$ cat src/rtl/RamDefs.v
// rtl/RamDefs.v - shared RAM geometry defines for the RAM and its write queue
`ifndef RAM_DEFS_V
`define RAM_DEFS_V
`define RAM_DATA_W 16
`define RAM_ADDR_W 1
`define RAM_WQ_DEPTH 4
`endif

$ cat src/rtl/ram_write_queue_pkg.sv
// rtl/ram_write_queue_pkg.sv - shared widths for the RAM posted-write queue
package ram_write_queue_pkg;
`include "RamDefs.v"
   localparam int RAM_DATA_W   = `RAM_DATA_W;
   localparam int RAM_ADDR_W   = `RAM_ADDR_W;
   localparam int RAM_WQ_DEPTH = `RAM_WQ_DEPTH;
endpackage

$ cat src/rtl/ram_write_queue_if.sv
// rtl/ram_write_queue_if.sv - write request, RAM store and read-forward signals
interface ram_write_queue_if
   import ram_write_queue_pkg::*;
#(
   parameter int DATA_W = RAM_DATA_W,
   parameter int ADDR_W = RAM_ADDR_W
);
   logic              in_valid;
   logic              in_ready;
   logic [ADDR_W-1:0] in_ad;
   logic [DATA_W-1:0] in_x;
   logic              drain_en;
   logic              ram_st;
   logic [ADDR_W-1:0] ram_ad;
   logic [DATA_W-1:0] ram_x;
   logic [DATA_W-1:0] ram_y;
   logic [ADDR_W-1:0] rd_ad;
   logic [DATA_W-1:0] rd_y;
   logic              busy;

   modport master (
      output in_valid, in_ad, in_x, drain_en, ram_y, rd_ad,
      input  in_ready, ram_st, ram_ad, ram_x, rd_y, busy
   );

   modport slave (
      input  in_valid, in_ad, in_x, drain_en, ram_y, rd_ad,
      output in_ready, ram_st, ram_ad, ram_x, rd_y, busy
   );
endinterface

$ cat src/rtl/ram_wq_storage.sv
// rtl/ram_wq_storage.sv - queue entry array with per-entry valid bits
module ram_wq_storage #(
   parameter int DATA_W = 16,
   parameter int ADDR_W = 1,
   parameter int DEPTH  = 4,
   localparam int PW    = $clog2(DEPTH)
) (
   input  logic                               cl,
   input  logic                               rst,
   input  logic                               wr_en,
   input  logic [PW-1:0]                      wr_idx,
   input  logic [ADDR_W-1:0]                  wr_ad,
   input  logic [DATA_W-1:0]                  wr_x,
   input  logic                               pop_en,
   input  logic [PW-1:0]                      pop_idx,
   output logic [DEPTH-1:0][ADDR_W-1:0]       ent_ad,
   output logic [DEPTH-1:0][DATA_W-1:0]       ent_x,
   output logic [DEPTH-1:0]                   ent_vld
);
   // Entry payload carries no reset; only the valid bits define occupancy.
   always_ff @(posedge cl) begin
      if (wr_en) begin
         ent_ad[wr_idx] <= wr_ad;
         ent_x[wr_idx]  <= wr_x;
      end
   end

   // Push and pop never target the same slot: a full queue refuses pushes.
   always_ff @(posedge cl) begin
      if (rst) begin
         ent_vld <= '0;
      end else begin
         if (pop_en) ent_vld[pop_idx] <= 1'b0;
         if (wr_en)  ent_vld[wr_idx]  <= 1'b1;
      end
   end
endmodule

$ cat src/rtl/ram_write_queue.sv
// rtl/ram_write_queue.sv - posted-write FIFO in front of the RAM with read forwarding
module ram_write_queue
   import ram_write_queue_pkg::*;
#(
   parameter int DATA_W = RAM_DATA_W,
   parameter int ADDR_W = RAM_ADDR_W,
   parameter int DEPTH  = RAM_WQ_DEPTH
) (
   input logic               cl,
   input logic               rst,
   ram_write_queue_if.slave  bus
);
   localparam int PW = $clog2(DEPTH);
   localparam logic [PW:0] FULL = (PW+1)'(DEPTH);

   logic [PW-1:0]                 rd_ptr;
   logic [PW-1:0]                 wr_ptr;
   logic [PW:0]                   count;
   logic                          push;
   logic                          pop;
   logic [DEPTH-1:0][ADDR_W-1:0]  ent_ad;
   logic [DEPTH-1:0][DATA_W-1:0]  ent_x;
   logic [DEPTH-1:0]              ent_vld;
   logic [PW-1:0]                 idx;
   logic                          hit;

   assign bus.in_ready = (count != FULL);
   assign bus.busy     = (count != '0);
   assign push         = bus.in_valid && bus.in_ready;
   assign pop          = (count != '0) && bus.drain_en;

   // When not storing, the RAM address follows rd_ad so ram_y serves reads.
   assign bus.ram_st = pop;
   assign bus.ram_ad = pop ? ent_ad[rd_ptr] : bus.rd_ad;
   assign bus.ram_x  = ent_x[rd_ptr];

   always_ff @(posedge cl) begin
      if (rst) begin
         rd_ptr <= '0;
         wr_ptr <= '0;
         count  <= '0;
      end else begin
         if (push) wr_ptr <= wr_ptr + 1'b1;
         if (pop)  rd_ptr <= rd_ptr + 1'b1;
         case ({push, pop})
            2'b10:   count <= count + 1'b1;
            2'b01:   count <= count - 1'b1;
            default: count <= count;
         endcase
      end
   end

   // Youngest match wins: walk backward from the most recent push.
   always_comb begin
      bus.rd_y = bus.ram_y;
      hit      = 1'b0;
      idx      = '0;
      for (int k = 0; k < DEPTH; k++) begin
         idx = wr_ptr - PW'(k + 1);
         if (!hit && ent_vld[idx] && (ent_ad[idx] == bus.rd_ad)) begin
            hit      = 1'b1;
            bus.rd_y = ent_x[idx];
         end
      end
   end

   ram_wq_storage #(
      .DATA_W (DATA_W),
      .ADDR_W (ADDR_W),
      .DEPTH  (DEPTH)
   ) u_storage (
      .cl      (cl),
      .rst     (rst),
      .wr_en   (push),
      .wr_idx  (wr_ptr),
      .wr_ad   (bus.in_ad),
      .wr_x    (bus.in_x),
      .pop_en  (pop),
      .pop_idx (rd_ptr),
      .ent_ad  (ent_ad),
      .ent_x   (ent_x),
      .ent_vld (ent_vld)
   );
endmodule
$ cat src/flat_wrapper.sv
// flat-port wrapper written by rule: the top's interface ports become plain ports
module ram_write_queue_flat import ram_write_queue_pkg::*;
#(
   parameter int DATA_W = RAM_DATA_W,
   parameter int ADDR_W = RAM_ADDR_W,
   parameter int DEPTH  = RAM_WQ_DEPTH
)
  (cl, rst, bus_in_valid, bus_in_ad, bus_in_x, bus_drain_en, bus_ram_y, bus_rd_ad, bus_in_ready, bus_ram_st, bus_ram_ad, bus_ram_x, bus_rd_y, bus_busy);
  ram_write_queue_if #(.DATA_W(DATA_W), .ADDR_W(ADDR_W)) bus_i ();
  input logic cl;
  input logic rst;
  input wire logic [$bits(bus_i.in_valid)-1:0] bus_in_valid;
  input wire logic [$bits(bus_i.in_ad)-1:0] bus_in_ad;
  input wire logic [$bits(bus_i.in_x)-1:0] bus_in_x;
  input wire logic [$bits(bus_i.drain_en)-1:0] bus_drain_en;
  input wire logic [$bits(bus_i.ram_y)-1:0] bus_ram_y;
  input wire logic [$bits(bus_i.rd_ad)-1:0] bus_rd_ad;
  output wire logic [$bits(bus_i.in_ready)-1:0] bus_in_ready;
  output wire logic [$bits(bus_i.ram_st)-1:0] bus_ram_st;
  output wire logic [$bits(bus_i.ram_ad)-1:0] bus_ram_ad;
  output wire logic [$bits(bus_i.ram_x)-1:0] bus_ram_x;
  output wire logic [$bits(bus_i.rd_y)-1:0] bus_rd_y;
  output wire logic [$bits(bus_i.busy)-1:0] bus_busy;
  assign bus_i.in_valid = bus_in_valid;
  assign bus_i.in_ad = bus_in_ad;
  assign bus_i.in_x = bus_in_x;
  assign bus_i.drain_en = bus_drain_en;
  assign bus_i.ram_y = bus_ram_y;
  assign bus_i.rd_ad = bus_rd_ad;
  assign bus_in_ready = bus_i.in_ready;
  assign bus_ram_st = bus_i.ram_st;
  assign bus_ram_ad = bus_i.ram_ad;
  assign bus_ram_x = bus_i.ram_x;
  assign bus_rd_y = bus_i.rd_y;
  assign bus_busy = bus_i.busy;
  ram_write_queue #(.DATA_W(DATA_W), .ADDR_W(ADDR_W), .DEPTH(DEPTH)) u_core (.cl(cl), .rst(rst), .bus(bus_i));
endmodule
$ cat config.mk
export PLATFORM = sky130hd
export DESIGN_NAME = ram_write_queue_flat
export DESIGN_NICKNAME = d
export VERILOG_FILES = /design/src/rtl/ram_write_queue_pkg.sv /design/src/rtl/ram_write_queue_if.sv /design/src/rtl/ram_wq_storage.sv /design/src/rtl/ram_write_queue.sv /design/src/flat_wrapper.sv
export VERILOG_INCLUDE_DIRS = /design/src /design/src/rtl
export SDC_FILE = /design/constraint.sdc
export NUM_CORES = 1
export LEC_CHECK = 0
export CAP_MARGIN = 20
export CORE_MARGIN = 3
export CORE_UTILIZATION = 61
export CTS_CLUSTER_SIZE = 24
export DETAILED_ROUTE_END_ITERATION = 10
export GPL_ROUTABILITY_DRIVEN = 0
export PLACE_DENSITY = 0.87
export SYNTH_ARGS = -nofsm -noshare
export SYNTH_HDL_FRONTEND = slang
export SYNTH_SLANG_ARGS = --single-unit
$ cat constraint.sdc
create_clock -name cl -period 9.74 [get_ports cl]
set_clock_uncertainty 0.05 [all_clocks]
set_input_delay 1.461 -clock cl [delete_from_list [all_inputs] [get_ports cl]]
set_output_delay 1.461 -clock cl [all_outputs]
set_load 0.03 [all_outputs]
## Word-level counts from Yosys, hierarchy flattened

Cells that the tools add are included.

| operators by class | value |
|---|---|
| bitwise gates (word level) | 3 |
| $lt $le $gt $ge | 7 |
| muxes and demuxes | 48 |
| $add $sub $neg | 7 |
| reductions and logical operators | 16 |
| eq/ne operators | 7 |

Operators by type and width:

| kind | count |
|---|---|
| $bmux W16 S2 | 5 |
| $mux W16 | 10 |
| $bwmux W64 | 1 |
| $demux W16 S2 | 1 |
| $bmux W1 S2 | 9 |
| $lt A2 B3 Y1 const B | 5 |
| $mux W1 | 15 |
| $mux W4 | 3 |
| $logic_and A1 B1 Y1 | 11 |
| $pmux W3 S2 | 1 |
| $add A2 B1 Y2 const B | 2 |
| $and A4 B4 Y4 | 1 |
| $bwmux W4 | 1 |
| $demux W1 S2 | 2 |
| $eq A1 B1 Y1 | 4 |
| $ge A2 B1 Y1 const B | 2 |
| $not A4 Y4 | 1 |
| $or A4 B4 Y4 | 1 |
| $sub A2 B2 Y2 const B | 2 |
| $add A3 B1 Y3 const B | 1 |
| $logic_not A1 Y1 | 3 |
| $ne A3 B3 Y1 const B | 1 |
| $reduce_bool A3 Y1 | 1 |
| $sub A3 B1 Y3 const B | 1 |
| other kinds (4) | 4 |

| storage, ports and cells | value |
|---|---|
| flip-flop bits (word level) | 79 |

## Depth between registers and ports, before layout

| logic depth | value |
|---|---|
| depth after elaboration | 18 |
| depth in mapped cells | 16 |
| mapped depth without buffers | 10 |

## Modules after synthesis

A second synthesis with hierarchy kept.

| second synthesis, totals | value |
|---|---|
| cells, all modules | 469 |
| area total of the unflattened synthesis | 5545.3 µm² |

By module, submodules not included:

| module | area each (µm²) | instances | cells each | seq. area each (µm²) |
|---|---|---|---|---|
| ram_write_queue | 3300.7 | 1 | 379 | 140.1 |
| ram_wq_storage | 2244.7 | 1 | 90 | 2122.0 |

## Worst setup path after synthesis

No wires, ideal clock.

| path | value |
|---|---|
| kind | flip-flop to output port |
| from | reg u_core.wr_ptr[0] |
| to | out bus_rd_y[10] |
| data arrival time | 3.763 ns |
| cell stages (with the launch flop) | 16 |
| setup slack | 4.466 ns |
| required time | 8.229 ns |
| cells stage by stage | dfxtp_1 -> buf_6 -> buf_6 -> buf_4 -> buf_2 -> buf_4 -> buf_2 -> inv_1 -> ha_1 -> mux4_2 -> a221o_1 -> o31ai_4 -> and2_1 -> buf_4 -> buf_6 -> a22o_1 |

| between the ends | value |
|---|---|
| longest elaborated chain between the ends | 18 |

Ends and longest elaborated chain:

| element | RTL line | source |
|---|---|---|
| start: declaration | ram_write_queue.sv:17 | `logic [PW-1:0] wr_ptr;` |
| start signal: assignment | ram_write_queue.sv:43 | `if (push) wr_ptr <= wr_ptr + 1'b1;` |
| $sub A2 B1 Y2 | ram_write_queue.sv:59 | `idx = wr_ptr - PW'(k + 1);` |
| $bmux W1 S2 | ram_write_queue.sv:60 | `if (!hit && ent_vld[idx] && (ent_ad[idx] == bus.rd_ad)) begin` |
| $mux W1 (not written as such) | ram_write_queue.sv:60 |  |
| $eq A1 B1 Y1 | ram_write_queue.sv:60 |  |
| $logic_and A1 B1 Y1 | ram_write_queue.sv:60 |  |
| $mux W1 | ram_write_queue.sv:60 |  |
| $logic_not A1 Y1 | ram_write_queue.sv:60 |  |
| $logic_and A1 B1 Y1 (2 in series) | ram_write_queue.sv:60 |  |
| $mux W1 | ram_write_queue.sv:60 |  |
| $logic_not A1 Y1 | ram_write_queue.sv:60 |  |
| $logic_and A1 B1 Y1 (2 in series) | ram_write_queue.sv:60 |  |
| $mux W1 | ram_write_queue.sv:60 |  |
| $logic_not A1 Y1 | ram_write_queue.sv:60 |  |
| $logic_and A1 B1 Y1 (2 in series) | ram_write_queue.sv:60 |  |
| $mux W16 * | ram_write_queue.sv:60 |  |
| end: declaration | flat_wrapper.sv:22 | `output wire logic [$bits(bus_i.rd_y)-1:0] bus_rd_y;` |

Mark *: on every way between the ends. The rest lies on a longest branch, timed or not. The select of a mux whose other input is x is not followed.

## Final worst setup path

| path | value |
|---|---|
| from | reg u_core.wr_ptr[0] |
| to | out bus_rd_y[5] |

Same word-level chain as after synthesis.

==> out/qor.yml <==
routing:
  wl_per_cell_um: 24.5
  viasPerCell: 7.17
  first_pass_iters: 5
  ant_nets: 0
  drt_iter0_drc: 423
  finalWirelength_um: 14300
  vias: 4193
  route.detailed.drc: 0
yosys:
  synth_compound_area_frac: 0.105
  yosys.area_share.simple: 0.0762
  ys_ff_latch: 79
  syn-instance-count: 395
  synthAdderAreaFrac: 0.0226
  yosysTopAreaCell: "edfxtp_1"
  yosys_warnings: 0
  syn_nets: 443
  synthMuxAreaShare: 0.352
  synth_top_family_by_area: "multiplexers"
  synth-main-ff-cell: "edfxtp_1"
  yosysUniqueCellTypes: 38
  yosysSeqAreaShare: 0.386
  yosys-top-cells-area: "edfxtp_1 (35%), mux4_2 (34%), dfxtp_1 (3.8%), a221o_1 (2.9%), a22o_1 (2.4%)"
  syn_area_um2: 5860
  synth_enable_flop_cells: 68
  synth-xor-area-share: 0.0177
  async_flop_share: 0
  avgSynthCellArea_um2: 14.8
  synth_top_cell_area_share: 0.349
critical_path:
  cpMaxStageDelayCell: "ha_1"
  worstPathRequired_ns: 8.23
  worstPathMaxFanout: 37
  crit_chain: "inv_1 > ha_1 > buf_4 > mux4_2 > a221o_1 > o31ai_4 > buf_4 > and2_1 > a22o_1 > clkdlybuf4s50_1"
  cp_common_cell: "buf_4"
  arrival_ns: 5.80
  crit_path_start_kind: "flop"
  crit_type: "flop to output port"
  crit_path_max_incr_delay_ns: 0.95
  critPathCaptureType: "output port"
layout:
  layout_commonest_cell: "mux4_2"
  layoutNonFillerInstCount: 585
  syn2layout_area_growth_pct: 17.0
  final_util: 0.739
  antenna_cells: 0
  final_nets: 499
  drive_above_1_share: 0.263
  final_cell_area_um2: 6860
  layout_common_cells: "mux4_2 (88), clkdlybuf4s50_1 (73), edfxtp_1 (68)"
clock_network:
  postCtsSetupBuffers: 0
  htreeDepth: 3
  clkTransAtPathRegs_ns: 0.08
  cts_hold_buf: 0
  clk_latency_ns: 0.35
  clock-root-buffer: "clkbuf_8"
  numClockSinks: 79
  cts_resized: 0
  numCtsBuffers: 9
  cts_tree: "done"
  cts_buffer_depth: 2
floorplanning:
  start_util: 0.631
  core_area_um2: 9280
  rows: 35
  die_w_um: 104
  die_area_um2: 10800
  die_h_um: 104
  ios: 74
placed_design:
  dpl_worst_slack_ns: 2.87
  dpl.hpwl_um: 9200
  dpl_cell_area_um2: 6610
  portBuffers: 73
  dp_cells: 567
sta:
  setup_viol: 0
  tightest_slew_ns: 1.05
  rsz0062_at_grt: "false"
  min_period_ns: 7.31
  slew_headroom: 0.302
  slew_viol_final: 0
  fmax_mhz: 137
  tns_ns: 0
  hold_violations: 0
  finalCritPeriodShare: 0.750
  fin_ws_ns: 2.43
grt:
  grt_use_total: 0.270
  gr-total-overflow: 0
  grt_pass1_wl_um: 22700
  antenna_found_initial: 0
  grt_pass1_vias: 4262
  grt_max_degree: 43
run_status:
  status: "completed"
flow_run:
  cap_violations: 0
pwr:
  p_leak_nw: 2.23
  peakVddDrop_mv: 0.166
  power_density_nw_per_um2: 235
hold_path:
  hold_class: "flop to flop"
[Yosys cell counts, types with 2 or more instances]
cell type / n
mux4_2: 88
edfxtp_1: 68
and2_1: 19
a221o_1: 17
a21o_1: 16
a22o_1: 16
nor3_1: 16
nor3b_1: 16
o21ai_0: 16
buf_2: 14
nor2_1: 12
dfxtp_1: 11
clkbuf_1: 10
ha_1: 9
inv_1: 9
a21oi_1: 7
mux2i_1: 6
buf_1: 5
buf_4: 5
nand2_1: 5
and3_1: 4
buf_6: 3
xnor2_1: 3
mux2_2: 2
o21ai_1: 2
or3_1: 2
xnor2_2: 2
xor2_1: 2
[sequential cells by signal, indices dropped and copies added, names as in the netlist]
name / cells
u_core.count: 3
u_core.u_storage.ent_ad: 4
u_core.wr_ptr: 2
u_core.rd_ptr: 2
u_core.u_storage.ent_x: 64
u_core.u_storage.ent_vld: 4
[worst paths after layout]
path | start | endpoint | slack (ns) | cells after the start
setup / recovery | u_core.wr_ptr[0]$_SDFFE_PP0P_ | bus_rd_y[5] | 2.43 | 10
hold / removal | u_core.count[2]$_SDFFE_PP0P_ | u_core.count[2]$_SDFFE_PP0P_ | 0.48 | 2
setup reg to reg | u_core.count[2]$_SDFFE_PP0P_ | u_core.count[2]$_SDFFE_PP0P_ | 7.32 | 8
hold reg to reg | u_core.count[2]$_SDFFE_PP0P_ | u_core.count[2]$_SDFFE_PP0P_ | 0.48 | 2
[critical path: cells and delay by family, from the launching register on]
family | cells | cell delay (ns)
fa+ha+maj | 1 | 0.95
simple gates | 1 | 0.68
mux | 1 | 0.62
flops | 1 | 0.73
buf+inv | 4 | 1.63
compound gates | 3 | 0.80
[cell families (layout without fill, tap and decap cells)]
group,after synthesis,in the layout
xor gates and xnor gates,8,8
buffers and inverters,46,107
and+or+nand+nor,78,78
DFF,79,79
AOI/OAI and AO/OA,78,78
adders and majority gates,10,10
muxes,96,96
[metrics by stage]
stage	total power, mW	hold slack, ns
floorplan	1.10	0.410
global placement	1.33	0.429
detailed placement	1.35	0.461
CTS	1.60	0.472
global route	1.69	0.505
finish	1.61	0.476
[where the power goes]
part           leakage (nW)  internal [mW]  switching [mW]
Clock                 0.102          0.143           0.114
Combinational          1.42          0.426           0.467
Sequential            0.715          0.413          0.0511
[layer usage]
metal	vias up	wire length (um)	track usage
li1	1781	-	-
met1	2133	5230	0.350
met2	236	7440	0.439
met3	43	1210	0.0540
met4	0	423	0.133
met5	-	0	0
[area by class of cell]
| class | instances | area (um2) |
|---|---|---|
| multi-input cells | 270 | 3360 |
| flip-flops and latches | 79 | 2270 |
| repair buffers | 82 | 826 |
| well taps | 129 | 161 |
| clock inverters | 5 | 72.6 |
| inverters | 9 | 33.8 |
| fillers | 574 | 2430 |
| clock buffers | 11 | 131 |
(Power assumes the default switching activity.)
